==> config.mk <==
export PLATFORM = sky130hd
export DESIGN_NAME = alu_arbiter
export DESIGN_NICKNAME = d
export VERILOG_FILES = /design/src/rtl/alu_arbiter.sv
export SDC_FILE = /design/constraint.sdc
export NUM_CORES = 1
export LEC_CHECK = 0
export ABC_AREA = 1
export CAP_MARGIN = 40
export CORE_MARGIN = 4
export CORE_UTILIZATION = 40
export DETAILED_ROUTE_END_ITERATION = 8
export GPL_TIMING_DRIVEN = 1
export PLACE_DENSITY = 0.76
export SYNTH_ARGS = -nofsm -noshare
export SYNTH_HDL_FRONTEND = slang
export SYNTH_SLANG_ARGS = --single-unit
==> constraint.sdc <==
create_clock -name clk -period 2.37 [get_ports clk]
set_input_delay 0.474 -clock clk [delete_from_list [all_inputs] [get_ports clk]]
set_output_delay 0.474 -clock clk [all_outputs]
set_load 0.03 [all_outputs]
==> src/rtl/alu_arbiter.sv <==
// alu_arbiter: shares one combinational ALU between two valid/ready requesters.
// One operation in flight at a time: IDLE -> EXEC -> RESP -> IDLE.
// Optional feature macro: ALU_ARB_RR_EN
//   defined   -> round-robin tie break using a grant pointer (reset to 1 so req0 wins first)
//   undefined -> fixed priority, req0 always wins a tie (req1 may starve)
module alu_arbiter #(
  parameter int WIDTH = 8,
  parameter int CNT_W = 16
) (
  input  logic             clk,
  input  logic             rst_n,
  input  logic             req0_valid,
  output logic             req0_ready,
  input  logic [WIDTH-1:0] req0_a,
  input  logic [WIDTH-1:0] req0_b,
  input  logic [2:0]       req0_ctrl,
  input  logic             req0_flag,
  input  logic             req1_valid,
  output logic             req1_ready,
  input  logic [WIDTH-1:0] req1_a,
  input  logic [WIDTH-1:0] req1_b,
  input  logic [2:0]       req1_ctrl,
  input  logic             req1_flag,
  output logic             rsp0_valid,
  input  logic             rsp0_ready,
  output logic             rsp1_valid,
  input  logic             rsp1_ready,
  output logic [WIDTH-1:0] rsp_data,
  output logic             rsp_ovf,
  output logic [WIDTH-1:0] alu_a,
  output logic [WIDTH-1:0] alu_b,
  output logic [2:0]       alu_ctrl,
  output logic             alu_flag,
  input  logic [WIDTH-1:0] alu_out,
  input  logic             alu_ovf,
  output logic             busy,
  output logic [CNT_W-1:0] op_count
);

  typedef enum logic [1:0] {IDLE = 2'd0, EXEC = 2'd1, RESP = 2'd2} state_t;

  state_t           state, state_nxt;
  logic             owner;
  logic [WIDTH-1:0] op_a, op_b;
  logic [2:0]       op_ctrl;
  logic             op_flag;
  logic [WIDTH-1:0] rsp_data_q;
  logic             rsp_ovf_q;
  logic [CNT_W-1:0] cnt;
  logic             pick1;
  logic             accept;
  logic             rsp_fire;

`ifdef ALU_ARB_RR_EN
  // Pointer holds the last served requester; the other one wins a tie.
  logic gnt_ptr;

  assign pick1 = req1_valid && (!req0_valid || !gnt_ptr);

  // Grant pointer moves to the owner when its response is taken.
  always_ff @(posedge clk) begin
    if (!rst_n)        gnt_ptr <= 1'b1;
    else if (rsp_fire) gnt_ptr <= owner;
  end
`else
  // Fixed priority: req1 only wins when req0 is idle.
  assign pick1 = req1_valid && !req0_valid;
`endif

  // State register.
  always_ff @(posedge clk) begin
    if (!rst_n) state <= IDLE;
    else        state <= state_nxt;
  end

  // Next-state logic and handshake outputs.
  always_comb begin
    state_nxt  = state;
    req0_ready = 1'b0;
    req1_ready = 1'b0;
    rsp0_valid = 1'b0;
    rsp1_valid = 1'b0;
    accept     = 1'b0;
    rsp_fire   = 1'b0;
    case (state)
      IDLE: begin
        req1_ready = pick1;
        req0_ready = req0_valid && !pick1;
        accept     = req0_valid || req1_valid;
        if (accept) state_nxt = EXEC;
      end
      EXEC: state_nxt = RESP;
      RESP: begin
        rsp0_valid = !owner;
        rsp1_valid = owner;
        rsp_fire   = owner ? rsp1_ready : rsp0_ready;
        if (rsp_fire) state_nxt = IDLE;
      end
      default: state_nxt = IDLE;
    endcase
  end

  // Operand register and owner, loaded from the winning requester on accept.
  always_ff @(posedge clk) begin
    if (!rst_n) begin
      owner   <= 1'b0;
      op_a    <= '0;
      op_b    <= '0;
      op_ctrl <= '0;
      op_flag <= 1'b0;
    end else if (accept) begin
      owner   <= pick1;
      op_a    <= pick1 ? req1_a    : req0_a;
      op_b    <= pick1 ? req1_b    : req0_b;
      op_ctrl <= pick1 ? req1_ctrl : req0_ctrl;
      op_flag <= pick1 ? req1_flag : req0_flag;
    end
  end

  // Response register captures the ALU result at the end of EXEC.
  always_ff @(posedge clk) begin
    if (!rst_n) begin
      rsp_data_q <= '0;
      rsp_ovf_q  <= 1'b0;
    end else if (state == EXEC) begin
      rsp_data_q <= alu_out;
      rsp_ovf_q  <= alu_ovf;
    end
  end

  // Saturating count of completed response handshakes.
  always_ff @(posedge clk) begin
    if (!rst_n)                       cnt <= '0;
    else if (rsp_fire && (cnt != '1)) cnt <= cnt + 1'b1;
  end

  // ALU lines always reflect the operand register, so they hold outside EXEC.
  assign alu_a    = op_a;
  assign alu_b    = op_b;
  assign alu_ctrl = op_ctrl;
  assign alu_flag = op_flag;
  assign rsp_data = rsp_data_q;
  assign rsp_ovf  = rsp_ovf_q;
  assign busy     = (state != IDLE);
  assign op_count = cnt;

endmodule
* Yosys cells after proc, flatten, opt, wreduce, memory -nomap -nowiden
Index checks and enable logic that the tools add are counted.
** Word-level totals
- Bits in writable memories :: 0
- Memories kept :: 0
- Logic and storage cells :: 39
- Output and inout port bits :: 50
- Register bits :: 48
- Bits in latches :: 0
- Input port bits :: 55
- Bits in read-only memories :: 0
** Cells by class
- Multiply operators :: 0
- Multiplexer cells :: 14
- Bitwise logic cells :: 0
- Div/mod/pow operators :: 0
- Order comparisons :: 0
- Shift-type cells :: 0
- Reductions and logical operators :: 10
- $add $sub $neg :: 1
- Eq/ne operators :: 5
** Operators with widths (number)
- $add 16x1->16 const B :: 1
- $mux 8 :: 2
- $ne 16x16->1 const B :: 1
- $mux 1 :: 8
- $pmux 2 s3 :: 1
- $mux 2 :: 2
- $ne 2x2->1 const B :: 2
- $logic_and 1x1->1 :: 3
- $logic_not 1->1 :: 3
- $mux 3 :: 1
- $eq 2x1->1 const B :: 1
- $eq 2x2->1 const B :: 1
- $logic_not 2->1 :: 1
- $reduce_and 2->1 :: 1
- $reduce_bool 2->1 :: 1
- $logic_or 1x1->1 :: 1

* Logic depth before layout (Yosys ltp)
Gate-level depths: netlist (run 1).
- Depth in word-level cells :: 5
- Depth in mapped cells :: 10
- Mapped depth without buffers :: 10

* Worst setup path before layout (run 1)
No wires, ideal clock.
- Path kind :: input-to-output
- Start :: input req0_valid
- End :: output req1_ready
- Arrival time :: 1256 ps
- Path slack :: 640 ps
- Cell stages on the path :: 4
- Path buffers :: 1
- Data required time :: 1896 ps
- Cell sequence :: inv_1 > nand2_1 > clkbuf_1 > nor2_1
** On the way
- Longest elaborated chain between the ends :: 3
** Ends and longest elaborated chain
- start, declared :: RTL line 12 : input logic req0_valid,
- $logic_not 1->1 :: RTL line 67 : assign pick1 = req1_valid && !req0_valid;
- $logic_and 1x1->1 :: RTL line 67
- $mux 1 :: RTL line 85 : case (state)
- end, declared :: RTL line 19 : output logic req1_ready,
No other way between the ends.

* Worst setup path in the final report (run 1)
- Start :: register state[1]
- End :: output rsp1_valid
** On the way
- Longest elaborated chain between the ends :: 2
** Ends and longest elaborated chain
- start, declared :: RTL line 42 : state_t state, state_nxt;
- start signal, assigned :: RTL line 73 : else state <= state_nxt;
- $eq 2x2->1 :: RTL line 85
- $mux 1 :: RTL line 85
- end, declared :: RTL line 26 : output logic rsp1_valid,
No other way between the ends.

==> flow_metrics.py, run 1 <==
metrics = {
    "outcome": {
        "status": "finished, final reports clean",
    },
    "sta": {
        "slew_headroom_pct": 63.11,
        "whs_ns": 0.5185,
        "skew_ns": 0.005967,
        "grt_setup_unrepaired": "false",
        "worst_pin_slew_ns": 0.5525,
        "period_needed_ns": 2.202,
        "timing.final.crit_share_pct": 92.91,
        "hold_viol": 0,
        "tns_ns": 0,
        "setup_ws_ns": 0.1680,
        "max_freq_mhz": 454.1,
        "finalSetupViolations": 0,
        "slew_viol_final": 0,
    },
    "floorplan": {
        "num_rows": 27,
        "io_pins": 105,
        "die_h_um": 83.81,
        "chipWidth_um": 83.81,
        "dieArea_um2": 7023,
        "core-area_um2": 5540,
        "initial_core_util_pct": 41.49,
    },
    "yosys": {
        "post-synth-top-area-cell": "dfxtp_1",
        "yosys_warnings": 0,
        "syn_area_um2": 2298,
        "synthesis.instances": 342,
        "synth_top_cells_by_area": "dfxtp_1, nand2_1, nor2_1",
        "yosysTopAreaCellShare_pct": 41.81,
        "syn_avg_cell_area_um2": 6.721,
        "synth.net_count": 398,
        "synth_cell_types": 25,
        "synth-seq-area-share_pct": 41.81,
        "ys_seq_elements": 48,
    },
    "power": {
        "ir_worst_vdd_mv": 0.2635,
        "power.share.clock_pct": 25.5,
        "p_sw_uw": 601.9,
        "total_power_mw": 1.955,
        "comb_power_share_pct": 28.0,
        "power_frac_seq_pct": 46.5,
        "p_int_mw": 1.353,
        "leakage_nw": 1.349,
        "pwr_density_cell_nw_per_um2": 561.6,
        "sw_frac_of_total_pct": 30.79,
    },
    "placed_design": {
        "io_buffers": 104,
        "pre_cts_ws_ns": 0.4730,
        "gp_congestion": 0.8829,
        "dpl.hpwl_mm": 5.077,
    },
    "route": {
        "drt-total-wl_mm": 6.626,
        "drt_iter0_markers": 137,
        "drc": 0,
        "ant_nets": 0,
        "wl_per_cell_um": 12.89,
        "via_count": 2557,
        "drt-pass1-iter-count": 4,
        "viasPerCell": 4.975,
    },
    "setup_path": {
        "crit_required_ns": 1.90,
        "slowest_delay_ns": 0.70,
        "cp_top_family": "buffers and inverters",
        "path_cells": "inv_2 -> nor2_2 -> inv_1 -> nor2_1 -> clkdlybuf4s50_1",
        "slowest_stage": "clkdlybuf4s50_1",
        "end_kind": "output pin",
        "start_kind": "register",
        "critPathBufInv": 3,
        "crit_type": "reg -> out",
        "cp_max_fo": 5,
        "arrival_ns": 1.73,
    },
    "global_route": {
        "antenna_found_initial": 0,
        "grt_pass1_wl_mm": 11.07,
        "overflow": 0,
        "grt_pass1_vias": 2457,
        "grt.total_usage_pct": 18.82,
        "grt_max_degree": 47,
    },
    "cts": {
        "hold_buffers": 0,
        "clock_path_buffers": 2,
        "clkLatencyLatePin_ns": 0.29,
        "cts_sinks": 48,
        "htreeDepth": 2,
        "cts.clk_slew.worst_paths_ns": 0.08,
        "post_cts_resized": 0,
        "cts_tree": "built",
        "post-cts-setup-buffers": 0,
        "cts_root_buf": "clkbuf_8",
        "cts_inserted_buffers": 5,
    },
    "run": {
        "drv_cap": 0,
    },
    "layout": {
        "drive_gt1_share_pct": 7.240,
        "nets": 497,
        "diodes": 0,
        "area_growth_pct": 51.44,
    },
    "worst_hold_path": {
        "hold_path.class": "reg -> reg",
    },
}
[stage by stage]
stage	instances	util [%]	instance area, um^2
global placement	506	61.13	3387
finish	514	62.83	3481
global route	514	62.83	3481
detailed placement	506	61.13	3387
floorplan	342	-	2298
CTS	514	62.83	3481
[path summary, 6_finish.rpt]
path | start | end | slack [ns] | cells past startpoint
worst max register to register | op_count[0] | op_count[13] | 0.76 | 8
worst max-delay path | state[1] | rsp1_valid | 0.17 | 5
worst min-delay path | rsp_data[4] | rsp_data[4] | 0.52 | 2
worst min register to register | rsp_data[4] | rsp_data[4] | 0.52 | 2
[state kept, by name, summed over array words and instances (netlist names)]
name      count
rsp_ovf       1
op_count     16
state         2
rsp_data      8
alu_ctrl      3
alu_flag      1
owner         1
alu_b         8
alu_a         8
[cell families (layout without fill, tap and decap cells)]
logic type | after synthesis | after routing | share of synthesized area, %
AO/OA/AOI/OAI | 66 | 66 | 15.57
adder cells (fa/ha/maj) | 1 | 1 | 0.5443
buffers and inverters | 42 | 142 | 7.348
flip-flops | 48 | 48 | 41.81
AND/OR/NAND/NOR | 185 | 185 | 34.73
[area by class of cell]
class,count,area [um^2]
clock buffer,7,86.33
clock inverter,1,7.507
fill,525,2059
inverter,25,93.84
multi-input combinational,252,1169
sequential,48,960.9
tap,72,90.09
timing repair buffer,109,1074
[layer usage]
metal / part of all wire (%) / GRT usage (%) / wire [um]
met5: 0 / 0 / 0
met4: 1.5 / 4.825 / 97
met3: 10 / 8.292 / 687
met2: 45 / 30.73 / 3002
met1: 43 / 22.59 / 2839
[synth_stat cells, drive strengths merged]
library cell   n
nor3           2
inv           23
nand3b         2
clkinv         2
nand3         35
a21oi         10
or2            1
ha             1
o21a           1
dfxtp         48
nor2          71
nand2         70
o21ai         35
clkbuf        12
buf            5
a31oi         20
nand4          4
[power by group through the flow]
stage	Clock [mW]	Combinational, mW	Sequential, mW
2_1_floorplan	0	0.168	1.04
3_3_place_gp	0	0.545	0.924
3_5_place_dp	0	0.549	0.925
4_1_cts	0.514	0.551	0.909
5_1_grt	0.556	0.591	0.917
6_report	0.499	0.547	0.909
[tightest hold or removal path, cell delays in order, from the launching register on]
cell,delay [ns]
dfxtp_1,0.33
o21ai_0,0.08
nor2_1,0.07
[cells in the final DEF (no fill, tap or decap), types with 2 or more instances in the layout]
master / n
nand3_1: 34
inv_2: 5
inv_1: 18
nand2_2: 4
clkinv_1: 2
nand2_1: 66
nand4_1: 4
clkbuf_8: 6
nor2_1: 64
a31oi_1: 20
dfxtp_1: 48
nand3b_1: 2
buf_4: 7
o21ai_1: 8
nor2_2: 6
clkdlybuf4s50_1: 102
o21ai_0: 27
nor3_1: 2
a21oi_1: 10
(Power assumes the default switching activity.)
==> inputs of run 2 (changes only) <==
Settings changed: CELL_PAD_IN_SITES_DETAIL_PLACEMENT from default to 1, CELL_PAD_IN_SITES_GLOBAL_PLACEMENT from default to 1, CORE_UTILIZATION 40 to 30, CTS_CLUSTER_DIAMETER from default to 200, PLACE_DENSITY 0.76 to 0.83.
==> flow_metrics.py, run 2 (same netlist as run 1, synthesis figures left out) <==
metrics = {
    "outcome": {
        "status": "finished, final reports clean",
    },
    "setup_path": {
        "crit_start": "state[1]",
        "crit_required_ns": 1.90,
        "start_kind": "register",
        "arrival_ns": 1.76,
        "path_cells": "inv_2 -> nor2_2 -> inv_1 -> nor2_1 -> clkdlybuf4s50_1",
        "r2r_start": "op_count[0]",
        "end_kind": "output pin",
        "slowest_stage": "clkdlybuf4s50_1",
        "r2r-end": "op_count[5]",
        "slowest_delay_ns": 0.67,
        "ff2ff_setup_slack_ns": 0.63,
        "reg2reg_depth": 8,
        "cp_max_fo": 5,
        "crit_path_end": "rsp0_valid",
        "crit_type": "reg -> out",
    },
    "layout": {
        "drive_gt1_share_pct": 7.466,
        "final_common_cell": "clkdlybuf4s50_1",
        "diodes": 0,
        "final_util_pct": 48.35,
        "largest_reg_flops": 16,
        "area_growth_pct": 54.22,
        "mostFrequentLayoutCells": "clkdlybuf4s50_1, nand2_1, nor2_1, dfxtp_1, nand3_1",
        "nets": 497,
    },
    "sta": {
        "skew_ns": 0.005888,
        "period_needed_ns": 2.238,
        "grt_setup_unrepaired": "false",
        "slew_viol_final": 0,
        "max_freq_mhz": 446.8,
        "slew_headroom_pct": 60.32,
        "timing.final.crit_share_pct": 94.44,
        "finalSetupViolations": 0,
        "hold_viol": 0,
        "worst_pin_slew_ns": 0.5943,
        "tns_ns": 0,
    },
    "worst_hold_path": {
        "hold_path.class": "reg -> reg",
    },
    "floorplan": {
        "dieArea_um2": 9126,
        "io_pins": 105,
        "die_h_um": 95.53,
        "initial_core_util_pct": 31.35,
        "core-area_um2": 7331,
        "num_rows": 31,
        "chipWidth_um": 95.53,
    },
    "power": {
        "leakage_nw": 1.385,
        "ir_worst_vdd_mv": 0.2525,
        "pwr_density_cell_nw_per_um2": 592.9,
    },
    "cts": {
        "clock_path_buffers": 2,
        "cts_sinks": 48,
        "cts_root_buf": "clkbuf_8",
        "cts_tree": "built",
        "clkLatencyLatePin_ns": 0.30,
        "cts_inserted_buffers": 5,
        "htreeDepth": 2,
        "cts.clk_slew.worst_paths_ns": 0.09,
        "hold_buffers": 0,
    },
    "global_route": {
        "overflow": 0,
        "grt_pass1_wl_mm": 13.32,
        "grt_max_degree": 47,
        "grt.total_usage_pct": 18.30,
        "antenna_found_initial": 0,
        "grt_pass1_vias": 2772,
    },
    "route": {
        "drt_iter0_markers": 66,
        "drt-total-wl_mm": 7.929,
        "drt-pass1-iter-count": 4,
        "drc": 0,
        "wl_per_cell_um": 14.66,
        "viasPerCell": 4.876,
        "ant_nets": 0,
        "via_count": 2638,
    },
    "placed_design": {
        "dpl.hpwl_mm": 6.170,
        "io_buffers": 104,
        "gp_congestion": 0.8227,
    },
    "run": {
        "drv_cap": 0,
    },
}
run 2: cell count changes in the layout (fill, tap and decap cells not counted):
| cell | before | now |
|---|---|---|
| clkinvlp_4 | 1 | 0 |
| dlymetal6s2s_1 | 0 | 1 |
| clkbuf_1 | 1 | 0 |
| bufinv_16 | 0 | 1 |
| clkinv_4 | 0 | 1 |
| clkdlybuf4s50_1 | 102 | 101 |
run 2: report_power, final:
part	internal (mW)	switching, mW	leakage [nW]	total [mW]
clock network	0.345	0.289	0.0614	0.634
logic	0.244	0.314	0.929	0.558
registers	0.872	0.0373	0.394	0.909
total	1.46	0.640	1.38	2.10
run 2: per-stage QoR:
stage	power, mW	hold slack [ns]	area (um^2)	instances	worst slack, ns
2_1_floorplan	1.210	0.5082	2298	342	0.6398
6_report	2.102	0.5268	3545	541	0.1318
5_1_grt	2.202	0.5592	3545	541	0.02354
4_1_cts	2.126	0.5333	3542	541	0.09022
3_3_place_gp	1.477	0.4931	3421	533	0.3938
3_5_place_dp	1.489	0.5110	3421	533	0.3724
run 2: worst max-delay path, delay by kind of cell (launching register included):
kind	cells	cell delay [ns]
buf+inv	3	0.84
flops	1	0.36
simple gates	2	0.26
run 2: timing repair:
item	in CTS	in global routing
resized for setup	0	1
setup buffers	0	0
setup endpoints to repair	0	1
hold endpoints to repair	0	0
run 2: worst min-delay path by stage:
stage / start / to / slack (ns) / cells after the start
after floorplan: owner / owner / 0.51 / 2
final: rsp_data[7] / rsp_data[7] / 0.53 / 2
after detailed placement: rsp_ovf / rsp_ovf / 0.51 / 2
after CTS: rsp_data[7] / rsp_data[7] / 0.53 / 2
after global routing: alu_b[6] / alu_b[6] / 0.56 / 2
after global placement: rsp_data[5] / rsp_data[5] / 0.49 / 2
run 2: layer usage:
layer / vias to the layer above / global-route usage, % / part of all wire (%) / routed length, um
met3: 4 / 7.024 / 9.9 / 786
met2: 86 / 30.69 / 48 / 3782
met4: 0 / 4.265 / 0.68 / 54
li1: 1324 / - / - / -
met1: 1224 / 22.05 / 42 / 3305
met5: - / 0 / 0 / 0
run 2: layout make-up:
cell class	instances	area, um^2
Clock buffer	6	82.58
Tap cell	99	123.9
Clock inverter	2	38.79
Timing Repair Buffer	109	1076
Inverter	25	93.84
Multi-Input combinational cell	252	1169
Sequential cell	48	960.9
Fill cell	932	3786
==> inputs of run 3 (changes only) <==
Settings changed: GPL_ROUTABILITY_DRIVEN from default to 1.
==> results of run 3 <==
The final DEF is identical to that of run 2; final timing and power are the same.
